===== src/rtl/ca_correlator_if.sv =====
// ----------------------------------------------------------------------------
// ca_correlator_if
//
// Bundles the correlator's code/sample input stream and its correlation
// output register into one interface.
//
//   chip_en, ca_code          code generator strobe and the new chip
//   sample_valid, sample_i/q  baseband I/Q samples (signed, SAMPLE_W)
//   corr_valid, corr_ready    output handshake
//   ie, qe, ip, qp, il, ql    early/prompt/late I/Q correlations (signed, ACC_W)
//   overrun                   sticky flag: a dump was lost
//
// Handshake: a set transfers on a cycle where corr_valid and corr_ready are
// both high. While corr_valid is high and corr_ready is low, the producer
// holds corr_valid and all six correlations stable. corr_ready may be high
// while corr_valid is low; that has no effect.
//
// Modports:
//   slave  - the correlator (consumes the stream, drives the correlations)
//   master - whoever drives the stream and consumes the correlations
// ----------------------------------------------------------------------------
interface ca_correlator_if #(
    parameter int SAMPLE_W = 4,
    parameter int ACC_W    = 16
);
    logic                       chip_en;
    logic                       ca_code;
    logic                       sample_valid;
    logic signed [SAMPLE_W-1:0] sample_i;
    logic signed [SAMPLE_W-1:0] sample_q;
    logic                       corr_valid;
    logic                       corr_ready;
    logic signed [ACC_W-1:0]    ie;
    logic signed [ACC_W-1:0]    qe;
    logic signed [ACC_W-1:0]    ip;
    logic signed [ACC_W-1:0]    qp;
    logic signed [ACC_W-1:0]    il;
    logic signed [ACC_W-1:0]    ql;
    logic                       overrun;

    modport slave (
        input  chip_en, ca_code, sample_valid, sample_i, sample_q, corr_ready,
        output corr_valid, ie, qe, ip, qp, il, ql, overrun
    );

    modport master (
        output chip_en, ca_code, sample_valid, sample_i, sample_q, corr_ready,
        input  corr_valid, ie, qe, ip, qp, il, ql, overrun
    );
endinterface


===== src/rtl/ca_correlator.sv =====
// ----------------------------------------------------------------------------
// ca_correlator
//
// Early/prompt/late correlator placed directly after the C/A code generator.
// The incoming chip stream is delayed through three registers (early, prompt,
// late). Every valid I/Q sample is multiplied by +1/-1 according to each of
// the three chips and added, with saturation, into six accumulators. After
// CODE_LEN chips (the epoch) the six sums are dumped into a valid/ready
// output register and the accumulators restart from zero.
//
// Ports:
//   clk    system clock, rising edge
//   rst_n  asynchronous active-low reset
//   clear  synchronous clear of all state, highest priority
//   bus    ca_correlator_if.slave (stream in, correlations out, overrun)
//
// Parameters:
//   SAMPLE_W  signed sample width (must not exceed ACC_W)
//   ACC_W     signed accumulator / output width
//   CODE_LEN  chips per integration period, 2..1023
// ----------------------------------------------------------------------------
module ca_correlator #(
    parameter int SAMPLE_W = 4,
    parameter int ACC_W    = 16,
    parameter int CODE_LEN = 1023
) (
    input  logic             clk,
    input  logic             rst_n,
    input  logic             clear,
    ca_correlator_if.slave   bus
);
    localparam int CNT_W = $clog2(CODE_LEN);
    localparam logic [CNT_W-1:0] CNT_LAST = CNT_W'(CODE_LEN - 1);

    // Saturation limits expressed one bit wider than the accumulator so the
    // raw sum can be compared before it is narrowed.
    localparam logic signed [ACC_W:0] SUM_MAX = {2'b00, {(ACC_W-1){1'b1}}};
    localparam logic signed [ACC_W:0] SUM_MIN = {2'b11, {(ACC_W-1){1'b0}}};

    // Accumulator / output slot order: 0 ie, 1 qe, 2 ip, 3 qp, 4 il, 5 ql.
    localparam int N_CORR = 6;

    // ------------------------------------------------------------------
    // State
    // ------------------------------------------------------------------
    logic                    e_q, e_d;
    logic                    p_q, p_d;
    logic                    l_q, l_d;
    logic [CNT_W-1:0]        cnt_q, cnt_d;
    logic signed [ACC_W-1:0] acc_q [N_CORR];
    logic signed [ACC_W-1:0] acc_d [N_CORR];
    logic signed [ACC_W-1:0] out_q [N_CORR];
    logic signed [ACC_W-1:0] out_d [N_CORR];
    logic                    valid_q, valid_d;
    logic                    overrun_q, overrun_d;

    // Combinational helpers
    logic                    epoch;
    logic                    code_sel [N_CORR];
    logic signed [SAMPLE_W-1:0] smp_sel [N_CORR];
    logic signed [ACC_W-1:0] sum_v [N_CORR];

    // Adds +s (neg=0) or -s (neg=1) to a and clamps to the ACC_W range.
    // The sum is formed in ACC_W+1 bits: negating the most negative sample
    // and adding it to a full-scale accumulator both fit there.
    function automatic logic signed [ACC_W-1:0] sat_add(
        input logic signed [ACC_W-1:0]    a,
        input logic signed [SAMPLE_W-1:0] s,
        input logic                       neg
    );
        logic signed [ACC_W:0] ext;
        logic signed [ACC_W:0] sum;
        ext = (ACC_W+1)'(s);
        if (neg) begin
            ext = -ext;
        end
        sum = (ACC_W+1)'(a) + ext;
        if (sum > SUM_MAX) begin
            return SUM_MAX[ACC_W-1:0];
        end else if (sum < SUM_MIN) begin
            return SUM_MIN[ACC_W-1:0];
        end else begin
            return sum[ACC_W-1:0];
        end
    endfunction

    // ------------------------------------------------------------------
    // Next-state logic
    // ------------------------------------------------------------------
    always_comb begin
        e_d       = e_q;
        p_d       = p_q;
        l_d       = l_q;
        cnt_d     = cnt_q;
        valid_d   = valid_q;
        overrun_d = overrun_q;

        // The epoch is the chip_en that would take the count past CODE_LEN-1.
        epoch = bus.chip_en && (cnt_q == CNT_LAST);

        // Each slot picks its chip (pre-update e/p/l of this cycle) and its
        // sample rail. A 0 chip means +1, a 1 chip means -1.
        for (int k = 0; k < N_CORR; k++) begin
            code_sel[k] = (k < 2) ? e_q : ((k < 4) ? p_q : l_q);
            smp_sel[k]  = (k % 2 == 0) ? bus.sample_i : bus.sample_q;
            sum_v[k]    = bus.sample_valid ? sat_add(acc_q[k], smp_sel[k], code_sel[k])
                                           : acc_q[k];
            // The epoch cycle's sample is already in sum_v, which becomes
            // the dump; the accumulators then start the next period at 0.
            acc_d[k]    = epoch ? '0 : sum_v[k];
            out_d[k]    = out_q[k];
        end

        if (bus.chip_en) begin
            e_d   = bus.ca_code;
            p_d   = e_q;
            l_d   = p_q;
            cnt_d = epoch ? '0 : cnt_q + CNT_W'(1);
        end

        // Output register. A set still pending with no taker when the next
        // dump arrives is kept, and the new one is dropped and flagged.
        if (epoch) begin
            if (!valid_q || bus.corr_ready) begin
                for (int k = 0; k < N_CORR; k++) begin
                    out_d[k] = sum_v[k];
                end
                valid_d = 1'b1;
            end else begin
                overrun_d = 1'b1;
            end
        end else if (valid_q && bus.corr_ready) begin
            valid_d = 1'b0;
        end

        if (clear) begin
            e_d       = 1'b0;
            p_d       = 1'b0;
            l_d       = 1'b0;
            cnt_d     = '0;
            valid_d   = 1'b0;
            overrun_d = 1'b0;
            for (int k = 0; k < N_CORR; k++) begin
                acc_d[k] = '0;
                out_d[k] = '0;
            end
        end
    end

    // ------------------------------------------------------------------
    // Registers
    // ------------------------------------------------------------------
    always_ff @(posedge clk or negedge rst_n) begin
        if (!rst_n) begin
            e_q       <= 1'b0;
            p_q       <= 1'b0;
            l_q       <= 1'b0;
            cnt_q     <= '0;
            valid_q   <= 1'b0;
            overrun_q <= 1'b0;
            for (int k = 0; k < N_CORR; k++) begin
                acc_q[k] <= '0;
                out_q[k] <= '0;
            end
        end else begin
            e_q       <= e_d;
            p_q       <= p_d;
            l_q       <= l_d;
            cnt_q     <= cnt_d;
            valid_q   <= valid_d;
            overrun_q <= overrun_d;
            for (int k = 0; k < N_CORR; k++) begin
                acc_q[k] <= acc_d[k];
                out_q[k] <= out_d[k];
            end
        end
    end

    // ------------------------------------------------------------------
    // Outputs
    // ------------------------------------------------------------------
    assign bus.corr_valid = valid_q;
    assign bus.overrun    = overrun_q;
    assign bus.ie         = out_q[0];
    assign bus.qe         = out_q[1];
    assign bus.ip         = out_q[2];
    assign bus.qp         = out_q[3];
    assign bus.il         = out_q[4];
    assign bus.ql         = out_q[5];

endmodule


===== src/flat_wrapper.sv =====
// flat-port wrapper written by rule: the top's interface ports become plain ports
module ca_correlator_flat 
#(
    parameter int SAMPLE_W = 4,
    parameter int ACC_W    = 16,
    parameter int CODE_LEN = 1023
)
  (clk, rst_n, clear, bus_chip_en, bus_ca_code, bus_sample_valid, bus_sample_i, bus_sample_q, bus_corr_ready, bus_corr_valid, bus_ie, bus_qe, bus_ip, bus_qp, bus_il, bus_ql, bus_overrun);
  ca_correlator_if #(.SAMPLE_W(SAMPLE_W), .ACC_W(ACC_W)) bus_i ();
  input  logic clk;
  input  logic rst_n;
  input  logic clear;
  input wire logic [$bits(bus_i.chip_en)-1:0] bus_chip_en;
  input wire logic [$bits(bus_i.ca_code)-1:0] bus_ca_code;
  input wire logic [$bits(bus_i.sample_valid)-1:0] bus_sample_valid;
  input wire logic [$bits(bus_i.sample_i)-1:0] bus_sample_i;
  input wire logic [$bits(bus_i.sample_q)-1:0] bus_sample_q;
  input wire logic [$bits(bus_i.corr_ready)-1:0] bus_corr_ready;
  output wire logic [$bits(bus_i.corr_valid)-1:0] bus_corr_valid;
  output wire logic [$bits(bus_i.ie)-1:0] bus_ie;
  output wire logic [$bits(bus_i.qe)-1:0] bus_qe;
  output wire logic [$bits(bus_i.ip)-1:0] bus_ip;
  output wire logic [$bits(bus_i.qp)-1:0] bus_qp;
  output wire logic [$bits(bus_i.il)-1:0] bus_il;
  output wire logic [$bits(bus_i.ql)-1:0] bus_ql;
  output wire logic [$bits(bus_i.overrun)-1:0] bus_overrun;
  assign bus_i.chip_en = bus_chip_en;
  assign bus_i.ca_code = bus_ca_code;
  assign bus_i.sample_valid = bus_sample_valid;
  assign bus_i.sample_i = bus_sample_i;
  assign bus_i.sample_q = bus_sample_q;
  assign bus_i.corr_ready = bus_corr_ready;
  assign bus_corr_valid = bus_i.corr_valid;
  assign bus_ie = bus_i.ie;
  assign bus_qe = bus_i.qe;
  assign bus_ip = bus_i.ip;
  assign bus_qp = bus_i.qp;
  assign bus_il = bus_i.il;
  assign bus_ql = bus_i.ql;
  assign bus_overrun = bus_i.overrun;
  ca_correlator #(.SAMPLE_W(SAMPLE_W), .ACC_W(ACC_W), .CODE_LEN(CODE_LEN)) u_core (.clk(clk), .rst_n(rst_n), .clear(clear), .bus(bus_i));
endmodule

===== config.mk =====
export PLATFORM = sky130hd
export DESIGN_NAME = ca_correlator_flat
export DESIGN_NICKNAME = d
export VERILOG_FILES = /design/src/rtl/ca_correlator_if.sv /design/src/rtl/ca_correlator.sv /design/src/flat_wrapper.sv
export SDC_FILE = /design/constraint.sdc
export NUM_CORES = 1
export LEC_CHECK = 0
export BUFFER_PORTS_ARGS = -buffer_cell sky130_fd_sc_hd__buf_2
export CAP_MARGIN = 20
export CORE_ASPECT_RATIO = 1.25
export CORE_MARGIN = 2
export CORE_UTILIZATION = 40
export CTS_CLUSTER_SIZE = 20
export DETAILED_ROUTE_END_ITERATION = 8
export GPL_TIMING_DRIVEN = 1
export PLACE_DENSITY_LB_ADDON = 0.08
export SYNTH_ARGS = -nofsm -noshare
export SYNTH_HDL_FRONTEND = slang
export SYNTH_SLANG_ARGS = --single-unit
export TNS_END_PERCENT = 30

===== constraint.sdc =====
create_clock -name clk -period 6.4 [get_ports clk]
set_input_delay 1.28 -clock clk [delete_from_list [all_inputs] [get_ports clk]]
set_output_delay 1.28 -clock clk [all_outputs]
set_load 0.02 [all_outputs]

==> flow_metrics.tcl, run 1 <==
set metrics [dict create \
    status "complete, no violations" \
    wire_per_inst_um 19.9 \
    avgSynthCellArea_um2 8.66 \
    timing.final.crit_share 0.789 \
    yosysSeqAreaShare 0.361 \
    rsz0062_at_grt "false" \
    critPathArrivalTime_ns 5.46 \
    synth_warnings 0 \
    antenna_found_initial 3 \
    postCtsSetupBuffers 0 \
    cts_tree "done" \
    drtIter0Drc 697 \
    grt_pass1_vias 12300 \
    maxSlewViolCount 0 \
    cts_hold_buf 0 \
    maxCapViolations 0 \
    layout-drive-gt1-share 0.119 \
    die_area_mm2 0.0374 \
    mostFrequentLayoutCell "dfrtp_1" \
    cp-end-kind "flop" \
    io_pins 113 \
    cts_sinks 207 \
    floorplan.initialDensity 0.406 \
    start_kind "input port" \
    setup_slack_ns 1.35 \
    gp_congestion 0.902 \
    gr-total-overflow 0 \
    dpl.cell_count 2190 \
    hold_viol_final 0 \
    grt_max_degree 109 \
    fmax_mhz 198 \
    synth_cell_types 83 \
    postRouteAntennaNets 0 \
    setup-tns-final_ns 0 \
    firstDrtPassIters 6 \
    max_slew.worst_pin.slew_ns 1.04 \
    wl_um 44600 \
    mostFrequentLayoutCells "dfrtp_1, nand2_1, o21ai_0" \
    track_usage 0.238 \
    cts_max_path_buffers 3 \
    final_cells 2237 \
    grt_pass1_wl_um 70500 \
    std_cell_rows 77 \
    post-route-drc-count 0 \
    clkTransAtPathRegs_ns 0.06 \
    ctsRootBufferMaster "clkbuf_16" \
    ir_drop_uv 223 \
    hp-class "flop to flop" \
    syn_inst 1657 \
    place_hpwl_um 32000 \
    core_mm2 0.0354 \
    worstPathRequired_ns 6.81 \
    area_growth_pct 13.3 \
    p_per_area_mw_per_mm2 363 \
    numCtsBuffers 25 \
    synth_nets 1784 \
    synth_edf_count 0 \
    design_area_mm2 0.0163 \
    clock_skew_ns 0.0227 \
    synth_top_area_frac 0.361 \
    async_flop_share 1.00 \
    yosys_register_bits 207 \
    placed_area_mm2 0.0154 \
    relSlewSlack 0.308 \
    nets 1870 \
    critPathMaxFanout 15 \
    syn_area_mm2 0.0143 \
    p_leak_nw 7.52 \
    clk_latency_ns 0.56 \
    place_worst_setup_slack_ns 0.819 \
    setup_violations 0 \
    crit_type "input port to flop" \
    cts_htree_levels 1 \
    via_count 12600 \
    avgViaCountPerCell 5.65 \
    die_h_um 216 \
    synth-main-ff-cell "dfrtp_1" \
    io_buffers 112 \
    synth.largest_area_cell "dfrtp_1" \
    yosys-top-cells-area "dfrtp_1, ha_1, o21ai_0, a21oi_1, nand2_1" \
    post_cts_resize_count 0 \
    fp.dieW_um 173 \
    period_minus_slack_ns 5.05 \
]
## area by class of cell
class	instances	area, um2
antenna	1	2.50
clock inverter	16	209
tap	474	593
timing repair buffer	128	709
multi-input combinational	1332	8700
sequential	207	5180
inverter	49	184
clock buffer	30	684
fill	3522	19100
## metrics by stage
step                      hold WS, ns   util  total power [mW]
after global placement          0.457  0.434              4.35
after CTS                       0.482  0.460              5.94
final                           0.473  0.460              5.90
after detailed placement        0.467  0.435              4.35
after global routing            0.496  0.460              6.35
after floorplan                 0.476      -              3.70
## per-layer routing
layer	global-route usage	up-vias	wire, um
li1	-	6208	-
met1	0.315	6074	20200
met2	0.402	288	21200
met3	0.0289	63	1880
met4	0.0788	2	1320
met5	0	-	13
## logic make-up after synthesis
group / after synthesis / synth area share
simple gates: 491 / 0.154
buf+inv: 118 / 0.0344
mux: 20 / 0.0140
compound gates: 595 / 0.263
fa+ha+maj: 137 / 0.118
flops: 207 / 0.361
xor+xnor: 89 / 0.0554
## worst max-delay path, stage by stage
cell and delay, ns:
buf_2 0.13, or3_1 0.39, nand2b_1 0.17, ha_1 0.31, a21oi_1 0.33, ha_1 0.37
a2111o_1 0.45, o21ai_0 0.24, o21ai_0 0.21, o221ai_2 0.65, nand2_1 0.35, nand2_1 0.37
o221ai_1 0.19
## synthesized netlist by cell type (all sizes together) (6+ instances only)
master / n
o22ai: 15
o211a: 6
nand2b: 27
xnor2: 64
nor2b: 20
fa: 6
buf: 21
clkbuf: 48
or3: 12
o21ai: 181
a211o: 7
inv: 48
a21oi: 153
nor2: 168
dfrtp: 207
o21bai: 10
ha: 106
nand2: 177
a211oi: 20
or2: 9
nand3: 29
nand4: 6
mux2i: 19
o221ai: 6
o21a: 19
a2bb2oi: 12
a31oi: 15
a21o: 31
maj3: 25
nor3: 28
o31ai: 15
and3: 6
o211ai: 24
a22oi: 54
xor2: 25
## path summary, 6_finish.rpt
kind | from | to | slack (ns) | cells past startpoint
max reg2reg | u_core.p_q | u_core.bus.qp[10] | 1.89 | 12
min | u_core.bus.ql[0] | u_core.bus.ql[0] | 0.47 | 2
min in group asynchronous | rst_n | u_core.bus.ip[11] | 0.75 | 1
max | bus_sample_q[1] | u_core.bus.qp[10] | 1.35 | 13
min reg2reg | u_core.bus.ql[0] | u_core.bus.ql[0] | 0.47 | 2
max in group asynchronous | rst_n | u_core.acc_q[88] | 4.58 | 2
## flip-flops by register name, indices dropped and copies added (netlist names)
signal / flops
u_core.l_q: 1
u_core.p_q: 1
u_core.bus.qp: 16
u_core.bus.overrun: 1
u_core.e_q: 1
u_core.bus.il: 16
u_core.bus.ql: 16
u_core.bus.ie: 16
u_core.bus.qe: 16
u_core.cnt_q: 10
u_core.bus.corr_valid: 1
u_core.acc_q: 96
u_core.bus.ip: 16
## power by group
part           internal, mW  switching, mW  total [mW]
Sequential             1.48          0.146        1.62
Combinational          1.07           1.66        2.73
Clock                 0.930          0.623        1.55
(Power assumes the default switching activity.)
==> inputs of run 2 (changes only) <==
Settings changed: ABC_AREA from default to 1.
Clock period 6.4 ns to 5.21 ns, I/O delays scaled along.
==> run 2 against run 1 <==
  * Clock-buffer cell count up 1
  * Routed wire length is 5.6% lower
  * First-iteration DRC count fell by 14%
  * Critical path depth rose by 6
  * Sequential power rose by 17%
  * Cell area up 4.2%
  * Area after synthesis grew 5.2%
  * Sequential cell count did not move
  * Sequential share of layout area shrank 1.3 points
  * Critical path type unchanged
==> flow_metrics.tcl, run 2 <==
set metrics [dict create \
    clk_latency_ns 0.55 \
    synth_edf_count 0 \
    synth_warnings 0 \
    cp-end-kind "flop" \
    synth_cell_types 36 \
    p_per_area_mw_per_mm2 385 \
    yosys_register_bits 207 \
    post-route-drc-count 0 \
    antenna-diode-count 0 \
    p_leak_nw 10.1 \
    yosys-top-cells-area "dfrtp_1, nand2_1, ha_1, inv_1, nand3_1" \
    synth_top_area_frac 0.343 \
    mostFrequentLayoutCells "nand2_1, inv_1, dfrtp_1" \
    rsz0062_at_grt "false" \
    async_flop_share 1.00 \
    setup_violations 0 \
    mostFrequentLayoutCell "nand2_1" \
    cts_tree "done" \
    nets 2441 \
    critPathMaxFanout 15 \
    timing.final.crit_share 0.741 \
    grt_max_degree 98 \
    wl_um 42100 \
    gr-total-overflow 0 \
    numCtsBuffers 24 \
    worstPathRequired_ns 5.60 \
    swShare 0.408 \
    core_mm2 0.0373 \
    place_hpwl_um 30700 \
    area_growth_pct 12.2 \
    cts_hold_buf 0 \
    avgSynthCellArea_um2 6.79 \
    die_h_um 221 \
    largest_register_ffs 96 \
    floorplan.initialDensity 0.405 \
    synth.largest_area_cell "dfrtp_1" \
    cts_htree_levels 1 \
    r2r_setup_slack_ns 1.41 \
    antenna_found_initial 2 \
    r2r_end "u_core.acc_q[84]" \
    postRouteAntennaNets 0 \
    p_sw_mw 2.66 \
    synth-main-ff-cell "dfrtp_1" \
    ys_top_cells_by_count "nand2_1, inv_1, dfrtp_1, nor2_1, nand3_1" \
    comb_power_share 0.432 \
    grt_pass1_vias 14000 \
    gp_congestion 0.897 \
    firstDrtPassIters 5 \
    maxSlewViolCount 0 \
    period_minus_slack_ns 3.86 \
    fmax_mhz 259 \
    reg2regPathDepth 17 \
    std_cell_rows 79 \
    synth_nets 2350 \
    io_pins 113 \
    intPower_mw 3.87 \
    start_kind "input port" \
    final_cells 2815 \
    seq_power_share 0.290 \
    top_register "u_core.acc_q" \
    ctsRootBufferMaster "clkbuf_16" \
    crit_type "input port to flop" \
    maxCapViolations 0 \
    critPathArrivalTime_ns 4.25 \
    relSlewSlack 0.418 \
    setup-tns-final_ns 0 \
    post_cts_resize_count 0 \
    via_count 13800 \
    hp-class "input port to asynchronous set/reset pin" \
    postCtsSetupBuffers 0 \
    clock_skew_ns 0.0157 \
    dpl.cell_count 2773 \
    syn_inst 2223 \
    die_area_mm2 0.0393 \
    r2r_start "u_core.e_q" \
    io_buffers 112 \
    power_mw 6.53 \
    cts_max_path_buffers 3 \
    yosysSeqAreaShare 0.343 \
    fp.dieW_um 178 \
    drtIter0Drc 601 \
    avgViaCountPerCell 4.89 \
    syn_area_mm2 0.0151 \
    wire_per_inst_um 15.0 \
    status "complete, no violations" \
    layout-drive-gt1-share 0.127 \
    grt_pass1_wl_um 70100 \
    max_slew.worst_pin.slew_ns 0.873 \
    clkTransAtPathRegs_ns 0.07 \
    fin_util 0.455 \
    hold_viol_final 0 \
    track_usage 0.219 \
    ir_drop_uv 219 \
    worst_hold_slack_ns 0.449 \
    cts_sinks 207 \
    clockPowerShare 0.279 \
    synth_most_common_cell "nand2_1" \
]
-- run 2: changes by cell type after synthesis, moves of 23 or more --
| cell | previous run | this run |
|---|---|---|
| a21o_1 | 31 | 1 |
| a21oi_1 | 151 | 117 |
| a22oi_1 | 54 | 0 |
| inv_1 | 48 | 219 |
| maj3_1 | 24 | 0 |
| nand2_1 | 177 | 885 |
| nand2_2 | 0 | 30 |
| nand2b_1 | 27 | 0 |
| nand3_1 | 27 | 164 |
| o211ai_1 | 23 | 0 |
| o21ai_0 | 167 | 22 |
| or2_2 | 6 | 88 |
| xnor2_1 | 63 | 18 |
| xor2_1 | 24 | 50 |
-- run 2: cell families after synthesis --
group / count (synthesis) / share of synthesized area
AO/OA/AOI/OAI: 168 / 0.0608
buffers and inverters: 282 / 0.0748
flip-flops: 207 / 0.343
XOR/XNOR: 69 / 0.0405
AND/OR/NAND/NOR: 1385 / 0.385
adder cells (fa/ha/maj): 112 / 0.0958
-- run 2: metrics by stage --
stage               cell area, um2  setup slack (ns)
global route                 16900             0.991
finish                       16900              1.35
global placement             16100             0.780
CTS                          16900              1.29
detailed placement           16100             0.713
floorplan                    15100              1.64
-- run 2: critical path: stages --
cell     delay [ns]
buf_2          0.12
inv_1          0.14
ha_1           0.21
nand3_1        0.09
ha_1           0.34
a21oi_1        0.31
ha_1           0.34
nand2_1        0.14
inv_1          0.05
a21oi_1        0.13
nand2_1        0.16
nand2_1        0.14
nand2_1        0.08
nand2_1        0.08
nand2_2        0.07
a21oi_4        0.52
nand2_1        0.14
nand2_1        0.10
nor2_1         0.04
-- run 2: area by class of cell --
cell class	count	area, um2
fillers	3877	20300
repair buffers	122	671
clock inverters	10	139
flip-flops and latches	207	5180
multi-input cells	1734	8800
clock buffers	31	698
well taps	486	608
inverters	225	846
-- run 2: worst max-delay path by stage --
stage | cells past startpoint | startpoint | slack, ns | end
6_report | 19 | bus_sample_i[1] | 1.35 | u_core.acc_q[84]
5_1_grt | 20 | bus_sample_i[1] | 0.99 | u_core.acc_q[81]
4_1_cts | 19 | bus_sample_i[1] | 1.29 | u_core.acc_q[84]
3_5_place_dp | 19 | bus_sample_i[1] | 0.71 | u_core.acc_q[81]
3_3_place_gp | 19 | bus_sample_i[1] | 0.78 | u_core.acc_q[81]
2_1_floorplan | 20 | bus_sample_i[1] | 1.64 | u_core.bus.ie[10]
-- run 2: power groups by stage --
stage | clock network, mW | registers (mW) | logic [mW]
final | 1.82 | 1.89 | 2.82
after global routing | 1.94 | 1.91 | 3.30
after CTS | 1.88 | 1.89 | 2.85
after detailed placement | 0 | 1.92 | 2.83
after global placement | 0 | 1.92 | 2.81
after floorplan | 0 | 1.87 | 2.30
-- run 2: layer usage --
layer / vias to the layer above / global-route usage / wire (um)
li1: 7166 / - / -
met1: 6349 / 0.287 / 19700
met2: 205 / 0.379 / 19800
met3: 53 / 0.0297 / 1790
met4: 4 / 0.0539 / 773
met5: - / 0 / 27
==> inputs of run 3 (changes only) <==
Settings changed: ABC_AREA 1 to 0.
Clock period 5.21 ns to 4 ns, I/O delays scaled along.
==> run 3 against run 2 <==
  * Critical path depth is 3 lower
  * Cell area is 11% higher
  * Routed wire length is 13% higher
  * Setup slack worse by 1.2 ns
  * Sequential cell count stayed put
  * Critical endpoint is now u_core.acc_q[5]
  * Highest routed layer unchanged
==> flow_metrics.tcl, run 3 (synthesis gave the netlist of run 1 again) <==
set metrics [dict create \
    cts_htree_levels 1 \
    firstDrtPassIters 5 \
    setup_violations 0 \
    maxSlewViolCount 0 \
    post-route-drc-count 0 \
    clkTransAtPathRegs_ns 0.06 \
    p_leak_nw 9.09 \
    cts_tree "done" \
    track_usage 0.254 \
    std_cell_rows 77 \
    layout-drive-gt1-share 0.260 \
    crit_type "input port to flop" \
    place_hpwl_um 35500 \
    nets 2185 \
    max_slew.worst_pin.slew_ns 0.869 \
    period_minus_slack_ns 3.88 \
    drtIter0Drc 736 \
    cp-end-kind "flop" \
    floorplan.initialDensity 0.406 \
    rsz0062_at_grt "true" \
    final_cells 2548 \
    largest_register_ffs 96 \
    fmax_mhz 258 \
    mostFrequentLayoutCell "buf_4" \
    multi_input_area_mm2 0.00880 \
    io_buffers 112 \
    timing.final.crit_share 0.969 \
    worst_hold_slack_ns 0.300 \
    numCtsBuffers 25 \
    fp.dieW_um 173 \
    cts_max_path_buffers 3 \
    hp-class "input port to asynchronous set/reset pin" \
    start_kind "input port" \
    hold_viol_final 0 \
    p_per_area_mw_per_mm2 568 \
    relSlewSlack 0.421 \
    ctsRootBufferMaster "clkbuf_16" \
    die_area_mm2 0.0374 \
    ir_drop_uv 356 \
    grt_pass1_wl_um 75600 \
    cts_hold_buf 0 \
    place_worst_setup_slack_ns -0.584 \
    clock_skew_ns 0.0113 \
    top_register "u_core.acc_q" \
    io_pins 113 \
    critPathArrivalTime_ns 4.35 \
    gp_congestion 0.902 \
    gr-total-overflow 0 \
    area_growth_pct 30.9 \
    cts_sinks 207 \
    mostFrequentLayoutCells "buf_4, dfrtp_1, nand2_1" \
    clk_latency_ns 0.55 \
    power_mw 10.7 \
    maxCapViolations 0 \
    dpl.cell_count 2503 \
    postRouteAntennaNets 0 \
    wire_per_inst_um 18.7 \
    die_h_um 216 \
    avgViaCountPerCell 5.43 \
    design_area_mm2 0.0188 \
    via_count 13800 \
    core_mm2 0.0354 \
    placed_area_mm2 0.0179 \
    status "complete, no violations" \
    critPathMaxFanout 6 \
    grt_max_degree 103 \
    worstPathRequired_ns 4.47 \
    setup_slack_ns 0.122 \
    wl_um 47600 \
    nFillCells 3398 \
    antenna_found_initial 2 \
    regArea_mm2 0.00518 \
    grt_pass1_vias 13900 \
]
## run 3: cell types whose count changed in the layout (fill, tap and decap cells not counted), moves of 29 or more
cell     before  now
a21o_1        1   31
a21oi_1     117  146
a22oi_1       0   54
buf_4         7  318
inv_1       219   48
nand2_1     884  175
nand3_1     164   26
o21ai_0      22  161
or2_2        88    5
xnor2_1      18   62
## run 3: power breakdown
group | internal, mW | switching, mW
combinational | 2.78 | 2.95
sequential | 2.36 | 0.241
clock | 1.37 | 0.954
total | 6.52 | 4.15
## run 3: what timing repair did
| action | CTS | global route |
|---|---|---|
| hold endpoints to repair | 0 | 0 |
| setup buffers | 0 | 1 |
| gates cloned | 0 | 1 |
| pin swaps | 0 | 6 |
| resized for setup | 1 | 29 |
| endpoints found under the setup margin | 1 | 114 |
## run 3: worst max-delay path: stages
cell and delay (ns):
buf_2 0.11, or3_1 0.45, nand2b_1 0.18, ha_1 0.35, a21oi_1 0.09, buf_4 0.15
ha_1 0.34, nand2_1 0.11, nor4_2 0.30, o21ba_2 0.20, o22ai_1 0.11, xor2_2 0.21
buf_4 0.19, maj3_1 0.34, or2_2 0.28, a21oi_1 0.13
## run 3: cell type report
cell class,count,share of cell area
multi-input cells,1332,0.468
flip-flops and latches,207,0.276
repair buffers,443,0.171
clock buffers,31,0.0356
well taps,474,0.0316
inverters,49,0.00979
clock inverters,11,0.00772
diodes,1,0.000133
## run 3: final timing paths
| kind | startpoint | end | slack [ns] | cells past startpoint |
|---|---|---|---|---|
| min in group clk | u_core.bus.ip[12] | u_core.bus.ip[12] | 0.47 | 2 |
| min | rst_n | u_core.acc_q[59] | 0.30 | 1 |
| min reg2reg | u_core.bus.ip[12] | u_core.bus.ip[12] | 0.47 | 2 |
| max in group asynchronous | rst_n | u_core.bus.qe[7] | 2.88 | 2 |
| max reg2reg | u_core.e_q | u_core.bus.ie[1] | 0.37 | 11 |
| max | bus_sample_q[1] | u_core.acc_q[5] | 0.12 | 16 |
## run 3: metrics by stage
step	TNS (ns)	util
after floorplan	0	-
after global placement	-55.89	0.505
after detailed placement	-62.34	0.505
after CTS	0	0.528
after global routing	-0.209	0.531
final	0	0.531
## run 3: routing by layer
metal	vias up	track usage	share of wire
met1	6667	0.329	0.45
met4	2	0.0785	0.029
met5	-	0	0.00017
met2	288	0.441	0.48
met3	66	0.0305	0.039
li1	6824	-	-
